**config.mk**
```make
export PLATFORM = sky130hd
export DESIGN_NAME = fetch_unit
export DESIGN_NICKNAME = d
export VERILOG_FILES = /design/src/rtl/fetch_pkg.sv /design/src/rtl/next_pc_mux.sv /design/src/rtl/fetch_unit.sv
export SDC_FILE = /design/constraint.sdc
export NUM_CORES = 1
export LEC_CHECK = 0
export CAP_MARGIN = 30
export CORE_UTILIZATION = 40
export DETAILED_ROUTE_END_ITERATION = 8
export GPL_ROUTABILITY_DRIVEN = 0
export PLACE_DENSITY = 0.74
export SLEW_MARGIN = 40
export SYNTH_ARGS = -nofsm -noshare
export SYNTH_HDL_FRONTEND = slang
export SYNTH_SLANG_ARGS = --single-unit
```
**constraint.sdc**
```tcl
create_clock -name CLK -period 4.65 [get_ports CLK]
set_clock_uncertainty 0.05 [all_clocks]
set_input_delay 0.465 -clock CLK [delete_from_list [all_inputs] [get_ports CLK]]
set_output_delay 0.465 -clock CLK [all_outputs]
set_load 0.05 [all_outputs]
```
**src/rtl/fetch_pkg.sv**
```systemverilog
// Shared definitions for the instruction fetch unit: FSM state encoding,
// next-PC select codes and the default instruction memory size.
package fetch_pkg;

   typedef enum logic [2:0] {
      S_IDLE  = 3'd0,
      S_FETCH = 3'd1,
      S_VALID = 3'd2,
      S_EXEC  = 3'd3,
      S_HALT  = 3'd4
   } state_t;

   localparam logic [1:0] PC_NEXT   = 2'b00;
   localparam logic [1:0] PC_BRANCH = 2'b01;
   localparam logic [1:0] PC_JR     = 2'b10;
   localparam logic [1:0] PC_JUMP   = 2'b11;

   localparam int unsigned MEM_BYTES_DEFAULT = 128;

endpackage

```
**src/rtl/next_pc_mux.sv**
```systemverilog
// Combinational next-PC selection: sequential, word-offset branch,
// register jump and region-relative absolute jump.
module next_pc_mux
   import fetch_pkg::*;
(
   input  logic [31:0] pc,
   input  logic [1:0]  pc_src,
   input  logic [31:0] imm,
   input  logic [31:0] reg_addr,
   input  logic [25:0] j_addr,
   output logic [31:0] next_pc
);

   logic [31:0] pc4;

   always_comb begin
      pc4 = pc + 32'd4;
      unique case (pc_src)
         PC_NEXT:   next_pc = pc4;
         PC_BRANCH: next_pc = pc4 + (imm << 2);
         PC_JR:     next_pc = reg_addr;
         PC_JUMP:   next_pc = {pc4[31:28], j_addr, 2'b00};
         default:   next_pc = pc4;
      endcase
   end

endmodule

```
**src/rtl/fetch_unit.sv**
```systemverilog
// Instruction fetch unit: one-cycle fetch, IR handshake with decode,
// PC update on PCWre with illegal-target detection and halt handling.
module fetch_unit
   import fetch_pkg::*;
#(
   parameter logic [31:0] RESET_PC  = 32'h0000_0000,
   parameter int unsigned MEM_BYTES = MEM_BYTES_DEFAULT
) (
   input  logic        CLK,
   input  logic        Reset,
   input  logic        PCWre,
   input  logic [1:0]  PCSrc,
   input  logic [31:0] Imm,
   input  logic [31:0] RegAddr,
   input  logic [25:0] JAddr,
   input  logic        Halt,
   input  logic        ir_ready,
   input  logic [31:0] InsData,
   output logic [31:0] IAddr,
   output logic        RW,
   output logic [31:0] PC,
   output logic [31:0] IR,
   output logic        ir_valid,
   output logic        AddrErr
);

   localparam logic [31:0] LAST_WORD = 32'(MEM_BYTES - 4);

   state_t      state, state_nxt;
   logic [31:0] next_pc;
   logic [31:0] iaddr_q;
   logic        target_bad;

   next_pc_mux u_next_pc_mux (
      .pc       (PC),
      .pc_src   (PCSrc),
      .imm      (Imm),
      .reg_addr (RegAddr),
      .j_addr   (JAddr),
      .next_pc  (next_pc)
   );

   assign target_bad = (next_pc[1:0] != 2'b00) || (next_pc > LAST_WORD);

   always_ff @(posedge CLK or negedge Reset) begin
      if (!Reset) state <= S_IDLE;
      else        state <= state_nxt;
   end

   always_comb begin
      state_nxt = state;
      unique case (state)
         S_IDLE:  state_nxt = S_FETCH;
         S_FETCH: state_nxt = Halt ? S_HALT : S_VALID;
         S_VALID: begin
            if (Halt)          state_nxt = S_HALT;
            else if (ir_ready) state_nxt = S_EXEC;
         end
         S_EXEC: begin
            if (Halt)       state_nxt = S_HALT;
            else if (PCWre) state_nxt = target_bad ? S_HALT : S_FETCH;
         end
         S_HALT:  state_nxt = S_HALT;
         default: state_nxt = S_IDLE;
      endcase
   end

   // ir_valid is exactly "in S_VALID": set by the fetch edge, cleared on
   // accept or halt, so it needs no register of its own.
   always_comb begin
      RW       = (state == S_FETCH);
      ir_valid = (state == S_VALID);
      IAddr    = (state == S_FETCH) ? PC : iaddr_q;
   end

   always_ff @(posedge CLK or negedge Reset) begin
      if (!Reset) begin
         PC      <= RESET_PC;
         iaddr_q <= RESET_PC;
         IR      <= '0;
         AddrErr <= 1'b0;
      end else begin
         if (state == S_FETCH) begin
            iaddr_q <= PC;
            if (!Halt) IR <= InsData;
         end
         if (state == S_EXEC && !Halt && PCWre) begin
            if (target_bad) AddrErr <= 1'b1;
            else            PC      <= next_pc;
         end
      end
   end

endmodule

```
After elaboration in Yosys (flattened, before gate mapping)
Index checks and enable logic that the tools add are counted.
{ "classes": {"eq_ne": 9, "div": 0, "addsub": 2, "n_shift": 0, "n_lt_le_gt_ge": 1, "muxes": 9, "n_mul": 0, "reduce_logical": 11, "bitwise": 2} }
{ "op_table": {"columns": ["cell", "count"], "rows": [
  ["$pmux 32 s4", 1],
  ["$add 32x3->32 const B", 1],
  ["$add 32x32->32", 1],
  ["$gt 32x7->1 const B", 1],
  ["$mux 32", 1],
  ["$mux 3", 6],
  ["$pmux 3 s5", 1],
  ["$reduce_and 2->1", 4],
  ["$eq 3x2->1 const B", 2],
  ["$ne 3x3->1 const B", 2],
  ["$eq 2x2->1 const B", 2],
  ["$eq 3x1->1 const B", 1],
  ["$eq 3x3->1 const B", 1],
  ["$logic_not 3->1", 1],
  ["$eq 2x1->1 const B", 1],
  ["$logic_and 1x1->1", 2],
  ["$logic_not 2->1", 1],
  ["$not 1->1", 2],
  ["$reduce_bool 2->1", 1],
  ["$logic_not 1->1", 1],
  ["$logic_or 1x1->1", 1]
]} }
{ "totals": {"romBits": 0, "input_bits": 129, "latchBits": 0, "wordCells": 39, "ram_bits": 0, "regBits": 100, "memories": 0, "out_inout_bits": 99} }

Longest topological paths before layout
Gate-level depths: netlist (run 1).
{ "logic_depth": {"ltp_word": 9, "mapped_depth": 19, "depth_no_buf": 17} }

Cells and area by module
Synthesis (run 1) repeated with hierarchy kept, for this count alone.
{ "unflattened": {"hier_cells": 598, "area_unflattened_um2": 6546.3} }
{ "modules_own_cells": {"columns": ["module", "cells_per_inst", "instances", "seq_area_each_um2", "area_per_inst_um2"], "rows": [
  ["fetch_unit", 237, 1, 2502.4, 3708.6],
  ["next_pc_mux", 361, 1, 0.0, 2837.7]
]} }

Worst setup path before layout (run 1)
Ideal clock, no wire load.
{ "synth_path": {"kind": "register to register", "startpoint": "reg PC[2]", "endpoint": "reg PC[5]", "synth_period_minus_slack_ps": 5126, "t_required_ps": 4473, "stages_incl_launch_ff": 20, "t_arrival_ps": 4949, "setup_slack_ps": -476, "n_path_buf": 2, "cell_sequence": "dfrtp_1 -> ha_1 -> nand4_1 -> or4_1 -> nor2_1 -> and3_1 -> xor2_1 -> ha_1 -> clkbuf_1 -> a21oi_1 -> o21bai_1 -> a21o_1 -> a2111o_1 -> a211oi_1 -> o2111ai_1 -> nor4_1 -> nand4bb_1 -> nor4b_4 -> buf_6 -> mux2_1"} }
{ "synth_via": {"elab_chain_cells": 7} }
{ "synth_rtl": {"columns": ["item", "line", "rtl"], "rows": [
  ["start: declaration", "fetch_unit.sv:21", "output logic [31:0] PC,"],
  ["start signal: assignment", "fetch_unit.sv:89", "else PC <= next_pc;"],
  ["$add 32x3->32 *", "next_pc_mux.sv:17", "pc4 = pc + 32'd4;"],
  ["$add 32x32->32", "next_pc_mux.sv:20", "PC_BRANCH: next_pc = pc4 + (imm << 2);"],
  ["$pmux 32 s4 *", "next_pc_mux.sv:18", "unique case (pc_src)"],
  ["$gt 32x7->1", "fetch_unit.sv:43", "assign target_bad = (next_pc[1:0] != 2'b00) || (next_pc > LAST_WORD);"],
  ["$logic_or 1x1->1", "fetch_unit.sv:43", null],
  ["$not 1->1 (no line)", null, null],
  ["$reduce_and 2->1 (no line)", null, null]
]} }
Mark *: on every way between the ends. The rest lies on a longest branch, timed or not.
A chain may end at the register's enable or synchronous reset.

Worst setup path after layout (run 1)
{ "layout_path": {"startpoint": "reg PC[3]", "endpoint": "reg PC[3]"} }
Same word-level chain as after synthesis.

==> metrics, run 1 <==
final setup vio count 0; leakage 0.00470 uW; Syn Nets 879; ys async rst share 100%; synthesis-to-layout area growth 56.7%; Routed Antenna Nets 0; worst slack, placed -239 ps; final worst slack 27.0 ps; vias in the first global route 6,964; Clock Latency Late Sink 330 ps; Netlist cell types 73; simple-gate share of the synthesized area 17.7%; final net count 1,204; Worst Tran Pin Value 687 ps; DIE AREA 17,900 um^2; Hold-fix buffers, CTS 0; Mean Syn Cell Area 9.66 um^2; I/O pin cnt 228; most frequent cells in the layout clkdlybuf4s50_1, buf_4, dfrtp_1, mux2_2, nand2_1; Post-Synth XOR/XNOR Area 5.68%; status finished clean; largest family of logic cells by synthesized area simple AND/OR/NAND/NOR gates; Initial Util 41.4%; Die H 134 um; CTS tree built; post-synthesis mux area share 14.9%; first-pass GRT wire length 35.9 mm; layout cells sized above 1 26.9%; Rows 47; GRT Util Overall 25.7%; WHS 127 ps; Netlist Area Pre-Place 6940 um^2; register area share after synthesis 36.1%; Core Area 16,800 um^2; Arr. time, crit path 4790 ps; Compound-Gate Fraction of Synth Area 16.4%; vias per cell 5.53; RSZ-0062 raised after global routing yes; pwr dens 315 nW/um^2; Post-synth EDFFs 0; DR WL/cell 18.1 um; Rel. slew slack 54.2%; Final Hold Fails 0; Mapped Cells 718; Seq cells post-synth 100; clk slew on worst S/H paths 60 ps; critical-path maximum fanout 7; max-cap viol count 0; Main synth FF type dfrtp_1; Worst EP required 4810 ps; WL final 23.0 mm; DR iter-0 viols 595; vias post-DR 7,016; initial antenna violation count 0; clk root buf clkbuf_16; drt drc 0; CP endpoint kind register; Ys Warns 0; hpwl dp 18.2 mm; drt pass-1 iters 5; Overflow after GRT 0; final period utilization 99.4%; adder-cell share of the synthesized area 5.88%; pin count of the biggest net entering global routing 55; Worst Hold Class in2async; H-tree Lvls 3; Die X 134 um; Max clock buf depth 2; minimum clock period 4620 ps; Ant. Diodes 0; fmax 0.216 GHz; Port Buffers 225; CP Class reg2reg; most common cell after layout, fill and taps aside clkdlybuf4s50_1; Num CTS Buffers 9; Startpoint Class register; Sink Count 100; Peak VDD IR 0.472 mV; Final Max Slew Viols 0
==> critical path, cell delays in order, from the launching register on <==
cell	delay (ps)
dfrtp_2	380
ha_4	130
nand4_1	140
buf_4	160
or4_4	490
nor2_2	110
and3_4	210
xor2_4	210
ha_4	240
buf_4	140
nand2_2	90
nor2_1	60
a221oi_2	290
o21ai_2	130
xor2_1	170
and2_1	190
a2111oi_4	370
nand4bb_4	160
nor4b_4	240
buf_6	170
mux2_2	330
==> logic make-up (layout without fill, tap and decap cells) <==
| logic type | after synthesis | in the layout |
|---|---|---|
| adder cells (fa/ha/maj) | 32 | 32 |
| AO/OA/AOI/OAI | 171 | 171 |
| AND/OR/NAND/NOR | 225 | 225 |
| XOR/XNOR | 45 | 45 |
| buffers and inverters | 58 | 388 |
| flip-flops | 100 | 100 |
| multiplexers | 87 | 87 |
==> stage by stage <==
step | total power (uW) | setup TNS, ps | utilization, % | std cells | cell area [um^2]
5_1_grt | 3570 | -4370 | 64.8 | 1268 | 10900
2_1_floorplan | 2110 | -825 | - | 718 | 6990
3_3_place_gp | 2690 | -3060 | 61.2 | 1243 | 10300
6_report | 3420 | 0 | 64.8 | 1268 | 10900
4_1_cts | 3440 | -255 | 63.7 | 1265 | 10700
3_5_place_dp | 2710 | -5970 | 61.2 | 1243 | 10300
==> report_power, final <==
group          switching [uW]  total [uW]  leakage [uW]  internal (uW)
logic                     931        1590       0.00331            658
registers                98.8        1130       0.00125           1030
clock network             300         706      0.000138            406
==> Yosys cell counts, types with 3 or more instances <==
master	count	area, um^2
dfrtp_1	100	2500
mux2_2	69	777
nand2_1	55	206
a21oi_1	47	235
nor2_1	37	139
ha_1	31	388
o21ai_0	29	145
clkbuf_1	28	105
xnor2_1	25	219
nor2b_1	24	150
nor3_1	22	110
xor2_1	20	175
inv_1	18	67.6
nand3_1	16	80.1
nand4_1	13	81.3
a21o_1	11	82.6
mux2i_1	10	100
and3_1	9	56.3
a211oi_1	8	60.1
nor4_1	8	50.1
o211ai_1	7	52.6
o21a_1	7	52.6
o21bai_1	7	52.6
o31ai_1	7	52.6
or3_1	7	43.8
and4_1	6	52.6
buf_1	6	22.5
mux4_2	6	135
or4_1	6	45.0
o22ai_1	5	31.3
and2_1	4	25.0
buf_2	4	20.0
nor3b_1	4	30.0
o2111ai_1	4	35.0
o21ai_1	4	20.0
a31oi_1	3	18.8
a41oi_1	3	26.3
nand2b_1	3	18.8
o221ai_1	3	26.3
==> repair_timing <==
action	CTS	global route
gates cloned	0	0
resized for setup	14	37
pin swaps	6	6
setup endpoints to repair	33	35
buffers inserted	6	3
==> routing by layer <==
metal	up-vias	wire length [um]	track usage, %
li1	3329	-	-
met1	3349	9890	33.2
met2	301	10600	42.7
met3	37	1920	5.94
met4	0	498	7.70
met5	-	0	0
==> final cells by class <==
| cell class | count | area [um^2] |
|---|---|---|
| repair buffers | 353 | 3230 |
| flip-flops and latches | 100 | 2520 |
| fillers | 1344 | 5890 |
| inverters | 19 | 71.3 |
| multi-input cells | 560 | 4490 |
| well taps | 220 | 275 |
| clock inverters | 3 | 20.0 |
| clock buffers | 13 | 270 |
==> path summary, 6_finish.rpt <==
kind	startpoint	to	slack, ps	cells past startpoint
worst max-delay path	PC[3]	PC[3]	30	20
worst min-delay path	Reset	IR[30]	130	1
worst max register to register	PC[3]	PC[3]	30	20
worst min register to register	iaddr_q[27]	iaddr_q[27]	450	1
max in group asynchronous	Reset	PC[7]	3360	2
min in group CLK	iaddr_q[27]	iaddr_q[27]	450	1
==> flip-flops by register name, indices dropped and copies added (netlist names) <==
signal and count:
IR 32, PC 32, iaddr_q 32, state 3
AddrErr 1
(Power assumes the default switching activity.)
==> inputs of run 2 (changes only) <==
--- a/config.mk
+++ b/config.mk
@@ -6,10 +6,14 @@
 export NUM_CORES = 1
 export LEC_CHECK = 0
 export CAP_MARGIN = 30
-export CORE_UTILIZATION = 40
+export CELL_PAD_IN_SITES_DETAIL_PLACEMENT = 1
+export CELL_PAD_IN_SITES_GLOBAL_PLACEMENT = 1
+export CORE_ASPECT_RATIO = 1.2
+export CORE_UTILIZATION = 32
 export DETAILED_ROUTE_END_ITERATION = 8
 export GPL_ROUTABILITY_DRIVEN = 0
-export PLACE_DENSITY = 0.74
+export PLACE_DENSITY_LB_ADDON = 0.1
+export SKIP_CTS_REPAIR_TIMING = 1
 export SLEW_MARGIN = 40
 export SYNTH_ARGS = -nofsm -noshare
 export SYNTH_HDL_FRONTEND = slang
==> run 2 against run 1 <==
  * The flow now finishes with violations (negative setup slack)
  * First-iteration DRC count shrank 57%
  * Die area grew 25%
  * Global-route usage shrank 0.86 points
  * Sequential cell count is the same
  * Maximum frequency shrank 4.1%
  * Final area grew 4.4%
  * Non-clock buffer count grew 40
  * Worst setup slack lost 200 ps
  * Combinational power is essentially flat
  * Final cell count grew 7.1%
  * Via count grew 3.0%
  * Utilization shrank 11 points
  * Largest power group unchanged
  * Highest routed layer unchanged
==> metrics, run 2 (same netlist as run 1, synthesis figures left out) <==
DR WL/cell 20.1 um (+11%); cell family with most CP delay simple AND/OR/NAND/NOR gates; I/O pin cnt 228 (unchanged); Arr. time, crit path 4990 ps (+200 ps); most common cell after layout, fill and taps aside clkdlybuf4s50_1; Port Buffers 225 (unchanged); Rows 58 (+23%); drt pass-1 iters 5 (unchanged); Die X 136 um (+2.0%); max incr delay on CP 500 ps (about the same); DIE AREA 22,300 um^2 (+25%); DR iter-0 viols 256 (-57%); Critical R2R Launch PC[3]; Final Max Slew Viols 0 (unchanged); CP endpoint kind register; first-pass GRT wire length 42.7 mm (+19%); Fin Setup TNS -3110 ps (-3110 ps); pwr dens 307 nW/um^2 (-2.6%); layout cells sized above 1 30.5% (+3.6 points); fmax 0.207 GHz (-4.1%); reg-to-reg slack, setup -170 ps (-200 ps); Die H 163 um (+22%); Final Hold Fails 0 (unchanged); R2R Path End PC[2]; vias post-DR 7,227 (+3.0%); vias in the first global route 8,088 (+16%); drt drc 0 (unchanged); failing checks negative setup slack; r2r worst-path depth 20 (unchanged); Worst path slowest cell or4_4; initial antenna violation count 0 (unchanged); Top Registers IR: 32 flops, PC: 32 flops, iaddr_q: 32 flops; Core Area 21,100 um^2 (+26%); Critical Path Most Common Cell buf_4; Placement Cell Area 10,700 um^2 (+4.3%); Worst EP required 4820 ps (about the same); final setup vio count 33 (+33); Clock Latency Late Sink 340 ps (about the same); synthesis-to-layout area growth 63.5%; WP buf/inv 4 (+1); WL final 27.3 mm (+19%); post-route cell area 11,300 um^2 (+4.4%); Startpoint Class register; GRT Util Overall 24.8% (-0.86 points); Num CTS Buffers 9 (unchanged); minimum clock period 4820 ps (+198 ps); leakage 0.00491 uW (+4.4%); status finished with violations; Initial Util 32.8% (-8.5 points); Sink Count 100 (unchanged); # fillers 2,336 (+74%); Overflow after GRT 0 (unchanged); final worst slack -171 ps (-198 ps); pin count of the biggest net entering global routing 66 (+20%); hpwl dp 22.4 mm (+23%); vias per cell 5.32 (-3.8%); H-tree Lvls 3 (unchanged); clk slew on worst S/H paths 70 ps (about the same); Peak VDD IR 0.374 mV (-21%); Worst Hold Class in2async; utilization after layout 53.7% (-11 points); final period utilization 104% (+4.3 points); max-cap viol count 0 (unchanged); Worst Tran Pin Value 579 ps (-108 ps); Routed Antenna Nets 0 (unchanged); clk root buf clkbuf_16; CP Class reg2reg; Max clock buf depth 2 (unchanged); final net count 1,244 (+3.3%); Rel. slew slack 61.4% (+7.2 points); crit-path cells ha_4, nand4_1, buf_4, or4_4, nor2_4, buf_4, xnor2_2, ha_1, buf_4, nand2_1, o21ai_0, a21o_1, a2111o_1, a211oi_2, o2111ai_2, nor4_4, nand4bb_4, nor4b_4, buf_6, mux2_2; most frequent cells in the layout clkdlybuf4s50_1, buf_4, dfrtp_1, mux2_2, nand2_1; CTS tree built; critical-path maximum fanout 8 (+1); Ant. Diodes 0 (unchanged); RSZ-0062 raised after global routing yes
## run 2: cell count changes in the layout (fill, tap and decap cells not counted), moves of 2 or more
cell and delta:
nand2_1 -2, nand2_2 +2, o31ai_1 -2, o21ai_0 -2, buf_4 +38, a21oi_2 +2
clkbuf_8 -3, a21oi_1 -3
## run 2: worst max path at each step
stage          startpoint     to  slack [ps]  cells past startpoint
6_report            PC[3]  PC[2]        -170                     20
2_1_floorplan       PC[2]  PC[5]        -200                     18
5_1_grt             PC[3]  PC[2]        -350                     20
3_5_place_dp        PC[3]  PC[2]        -510                     17
3_3_place_gp       Imm[0]  PC[4]        -460                     15
4_1_cts             PC[3]  PC[2]        -520                     17
## run 2: final cells by class
| cell class | count | area [um^2] | area share (%) |
|---|---|---|---|
| Multi-Input combinational cell | 560 | 4580 | 40.4 |
| Timing Repair Buffer | 393 | 3540 | 31.2 |
| Sequential cell | 100 | 2520 | 22.2 |
| Tap cell | 270 | 338 | 2.98 |
| Clock buffer | 10 | 229 | 2.02 |
| Inverter | 19 | 71.3 | 0.629 |
| Clock inverter | 6 | 63.8 | 0.563 |
## run 2: per-stage QoR
| stage | cells | power [uW] | hold slack [ps] | worst slack (ps) |
|---|---|---|---|---|
| after detailed placement | 1340 | 2740 | 416 | -509 |
| after global placement | 1340 | 2690 | 424 | -457 |
| after floorplan | 718 | 2110 | 119 | -201 |
| after CTS | 1356 | 3500 | 193 | -523 |
| final | 1358 | 3480 | 49.8 | -171 |
| after global routing | 1358 | 3630 | 98.5 | -352 |
## run 2: power breakdown
part	internal, uW	leakage, uW	switching [uW]
combinational	668	0.00352	952
sequential	1030	0.00125	103
clock	417	0.000139	311
## run 2: routing by layer
metal	track usage, %	share of wire, %	up-vias
met5	0	0	-
met4	9.39	2.8	0
met3	4.35	5.4	48
met2	45.9	53	214
met1	28.0	39	3575
li1	-	-	3390
